`config.mk`:
```
export PLATFORM = sky130hd
export DESIGN_NAME = alu_arbiter
export DESIGN_NICKNAME = d
export VERILOG_FILES = /design/src/rtl/alu_arbiter.sv
export SDC_FILE = /design/constraint.sdc
export NUM_CORES = 1
export LEC_CHECK = 0
export ABC_AREA = 1
export CORE_MARGIN = 5
export CORE_UTILIZATION = 40
export CTS_BUF_LIST = sky130_fd_sc_hd__clkbuf_4 sky130_fd_sc_hd__clkbuf_8
export DETAILED_ROUTE_END_ITERATION = 6
export DONT_BUFFER_PORTS = 1
export GPL_TIMING_DRIVEN = 1
export SLEW_MARGIN = 5
export SYNTH_ARGS = -nofsm -noshare
export SYNTH_HDL_FRONTEND = slang
export SYNTH_SLANG_ARGS = --single-unit
```
`constraint.sdc`:
```
create_clock -name i_clk -period 2.55 [get_ports i_clk]
set_clock_uncertainty 0.2 [all_clocks]
set_input_delay 0.51 -clock i_clk [delete_from_list [all_inputs] [get_ports i_clk]]
set_output_delay 0.51 -clock i_clk [all_outputs]
set_load 0.02 [all_outputs]
```
`src/rtl/alu_arbiter.sv`:
```
// alu_arbiter: round-robin arbiter/sequencer sharing one registered ALU among N_CORES cores
// Ports:
//   i_clk, i_rst                  clock, synchronous active-high reset
//   i_req[N]                      per-core request level, held until that core's o_done
//   i_op[3N], i_in1/i_in2[W*N]    per-core opcode and operands
//   o_gnt[N], o_done[N]           one-hot grant / completion pulses
//   o_result, o_z, o_err          completion result, zero flag, error flag
//   o_alu_op, o_alu_in1/in2       drive the shared ALU
//   i_alu_out                     registered ALU result
module alu_arbiter #(
    parameter int N_CORES = 4,
    parameter int DATA_W  = 16
) (
    input  logic                      i_clk,
    input  logic                      i_rst,
    input  logic [N_CORES-1:0]        i_req,
    input  logic [3*N_CORES-1:0]      i_op,
    input  logic [DATA_W*N_CORES-1:0] i_in1,
    input  logic [DATA_W*N_CORES-1:0] i_in2,
    output logic [N_CORES-1:0]        o_gnt,
    output logic [N_CORES-1:0]        o_done,
    output logic [DATA_W-1:0]         o_result,
    output logic                      o_z,
    output logic                      o_err,
    output logic [2:0]                o_alu_op,
    output logic [DATA_W-1:0]         o_alu_in1,
    output logic [DATA_W-1:0]         o_alu_in2,
    input  logic [DATA_W-1:0]         i_alu_out
);
    localparam int IW = (N_CORES > 1) ? $clog2(N_CORES) : 1;
    localparam logic [N_CORES-1:0] ONE = {{(N_CORES-1){1'b0}}, 1'b1};

    typedef enum logic [1:0] {IDLE, ISSUE, WAIT, DONE} state_t;

    state_t            state, state_next;
    logic [IW-1:0]     last_gnt, win, win_q;
    logic              any_req, bad, err_q;
    logic [2:0]        sel_op;
    logic [DATA_W-1:0] sel_in1, sel_in2;

    // Walk candidates from farthest to nearest after last_gnt so the nearest requester wins.
    always_comb begin
        win     = last_gnt;
        any_req = 1'b0;
        for (int i = N_CORES; i >= 1; i--) begin
            int c;
            c = int'(last_gnt) + i;
            c = (c >= N_CORES) ? c - N_CORES : c;
            if (i_req[c]) begin
                win     = IW'(c);
                any_req = 1'b1;
            end
        end
    end

    assign sel_op  = i_op[3*win +: 3];
    assign sel_in1 = i_in1[DATA_W*win +: DATA_W];
    assign sel_in2 = i_in2[DATA_W*win +: DATA_W];
    assign bad     = (sel_op == 3'd0) || (sel_op > 3'd5) ||
                     (((sel_op == 3'd4) || (sel_op == 3'd5)) && (sel_in1 == '0));

    always_comb begin
        state_next = (state == IDLE)  ? (any_req ? ISSUE : IDLE) :
                     (state == ISSUE) ? WAIT :
                     (state == WAIT)  ? DONE : IDLE;
    end

    always_ff @(posedge i_clk) begin
        if (i_rst) state <= IDLE;
        else       state <= state_next;
    end

    always_ff @(posedge i_clk) begin
        if (i_rst) begin
            last_gnt  <= IW'(N_CORES - 1);
            win_q     <= '0;
            err_q     <= 1'b0;
            o_gnt     <= '0;
            o_done    <= '0;
            o_result  <= '0;
            o_z       <= 1'b0;
            o_err     <= 1'b0;
            o_alu_op  <= 3'd0;
            o_alu_in1 <= '0;
            o_alu_in2 <= '0;
        end else begin
            o_gnt    <= '0;
            o_done   <= '0;
            o_alu_op <= 3'd0;
            if (state == IDLE && any_req) begin
                last_gnt  <= win;
                win_q     <= win;
                err_q     <= bad;
                o_gnt     <= ONE << win;
                // A screened op is never shown to the ALU, so it keeps its value and never sees /0.
                o_alu_op  <= bad ? 3'd0 : sel_op;
                o_alu_in1 <= sel_in1;
                o_alu_in2 <= sel_in2;
            end
            if (state == WAIT) begin
                o_result <= err_q ? '0 : i_alu_out;
                o_z      <= !err_q && (i_alu_out == '0);
                o_err    <= err_q;
                o_done   <= ONE << win_q;
            end
        end
    end
endmodule

```
==> reports/results.ini <==
[status]
status=finished, final reports clean

[placed_design]
place_inst=683
portBuffers=0
gp_congestion=0.790
placed_cell_area_um2=3980
dpl.hpwl_mm=8.33

[synthesis]
synth_fp_nets=731
synthesis.area_um2=3790
syn_avg_cell_area_um2=6.69
ys_types=26
synth_edf_count=0
synth_cells=566
ys.flop_type=dfxtp_1
ys_ff_latch=68
ys.warnings.count=0
yosysSeqAreaShare_pct=35.9
synthDominantCellAreaShare_pct=35.9
synthTopCellsByArea=dfxtp_1 36%, nand2_1 13%, a22o_1 7.4%
yosysTopAreaCell=dfxtp_1
async_flop_share_pct=0

[routing]
vias=3792
viasPerCell=5.35
firstDrtPassIters=4
drtAntennaViolNets=0
wl_per_cell_um=16.2
drcViolationCount=0
drt-total-wl_mm=11.5
dr.first_iter.drc_count=261

[grt]
grt_max_degree=38
overflow=0
grtUsageTotal_pct=18.2
grt_pass1_wl_mm=16.9
antenna_found_initial=0
grt_pass1_vias=3564

[critical_path]
end_kind=flop
arrival_ps=2460
worst_ep_required_time_ps=2590
crit_path_start_kind=flop
r2r-start=last_gnt[0]$_SDFFE_PP1P_
crit_type=flop to flop
crit_path_max_fanout=16
startpoint=last_gnt[0]$_SDFFE_PP1P_

[sta]
setup_viol=0
clock.fmax_mhz=414
timing.hold.ws_ps=29.5
relSlewSlack_pct=72.2
hold_viol_final=0
tightest_slew_ps=416
finalCriticalPeriod_ps=2420
slew_violations=0
fin_crit_sh_pct=94.8

[floorplanning]
rows=35
die-area_um2=11500
die_w_um=107
pin_count=223
core_um2=9240
start_util_pct=41.0
fp.dieH_um=107

[power]
p_per_area_nw_per_um2=1660
clkPwrFrac_pct=12.5
swShare_pct=49.3
seqPwrFrac_pct=24.4
p_leak_nw=2.02
intPower_mw=3.73
power_mw=7.36
p_comb_share_pct=63.1
switchingPower_mw=3.63
ir_drop_uv=1030

[cells_and_area]
finalNetCount=740
stdcell_count=709
final_cell_mix=126 x nand2_1, 67 x dfxtp_1, 58 x inv_1
regArea_um2=1370
final_area_um2=4440
final_common_cell=nand2_1
layout-drive-gt1-share_pct=13.3
syn2layout_area_growth_pct=17.2
multi_input_area_um2=2100
fillers=929
antenna_cells=0

[cts]
clk_pin_slew_worst_paths_ps=80
cts_tree=yes
clockBufferDepth=2
cts-root-buf=clkbuf_8
htree_levels=3
numCtsBuffers=9
clock_sinks=68
insertion_delay_ps=340

[job]
cap_violations=0

[min_path]
hold_start=i_rst
hp-class=primary input to flop

## kinds of logic after synthesis
kind of cell | synth area share [%]
adders and majority gates | 0.991
AOI/OAI and AO/OA | 17.7
buffers and inverters | 11.5
and+or+nand+nor | 33.9
DFF | 35.9
## layout make-up
class	instances	share of cell area, %
clock buffers	9	2.79
multi-input cells	399	47.3
inverters	64	5.55
clock inverters	7	1.86
repair buffers	33	8.11
well taps	129	3.63
flip-flops and latches	68	30.7
## routing by layer
metal	GRT usage [%]	up-vias	wire length (um)
li1	-	1881	-
met2	29.8	190	5530
met3	6.42	10	1100
met4	4.93	0	163
met1	22.6	1711	4680
met5	0	-	0
## state kept, by name, summed over array words and instances (netlist names)
| register | count |
|---|---|
| o_err | 1 |
| o_gnt | 4 |
| o_result | 16 |
| win_q | 2 |
| o_alu_in1 | 16 |
| state | 2 |
| o_z | 1 |
| last_gnt | 2 |
| err_q | 1 |
| o_done | 4 |
| o_alu_in2 | 16 |
| o_alu_op | 3 |
## synth_stat cells (3+ instances only)
library cell and instances:
ha_1 3, nand3_1 56, a21oi_1 19, nand3b_1 25
buf_2 12, nand2_2 3, buf_1 3, buf_6 5
nor4_1 3, o22ai_1 18, inv_1 60, nand2_1 136
a22o_1 32, dfxtp_1 68, o21ai_0 35, nor2_1 61
clkbuf_1 15
## power groups by stage
stage | Combinational (mW) | Clock (mW) | Sequential, mW
final | 4.65 | 0.918 | 1.80
after global routing | 5.25 | 0.993 | 1.82
after CTS | 4.06 | 0.952 | 1.80
after detailed placement | 4.04 | 0 | 1.82
after global placement | 3.93 | 0 | 1.82
after floorplan | 3.10 | 0 | 1.72
## timing repair
item                                   in CTS  in global routing
cloned                                      0                  2
hold buffers                                0                  2
resized for setup                           3                 42
setup buffers                               0                  6
pin swaps                                   0                 12
endpoints found under the hold margin       0                  3
setup endpoints to repair                  20                 20
## final timing paths
path	to	slack (ps)	depth (start not counted)
max reg2reg	o_alu_op[0]$_SDFF_PP0_	130	18
min	o_result[11]$_SDFFE_PP0N_	30	1
max	o_alu_op[0]$_SDFF_PP0_	130	18
min reg2reg	o_done[2]$_SDFF_PP0_	240	1
## metrics by stage
| stage | utilization (%) | TNS [ps] | setup slack, ps |
|---|---|---|---|
| 2_1_floorplan | - | 0 | 287 |
| 3_3_place_gp | 43.1 | -847 | -157 |
| 3_5_place_dp | 43.1 | -2350 | -222 |
| 4_1_cts | 45.4 | 0 | 6.61 |
| 5_1_grt | 48.1 | -355 | -50.7 |
| 6_report | 48.1 | 0 | 132 |
## worst max-delay path, stage by stage (launching register included)
cell and delay, ps:
dfxtp_4 380, buf_4 140, nand2_1 90, nand3_2 90, nand2_1 70, inv_1 50
nand2_2 110, nand2_4 80, nand2_8 120, clkbuf_16 180, nand3b_1 90, nand3_1 90
nand2_1 100, nor2_1 110, nand2_1 70, nor2_2 130, nand3_1 100, nand3_2 80
nor2_1 40
No activity file was read; power rests on OpenSTA's default activity.
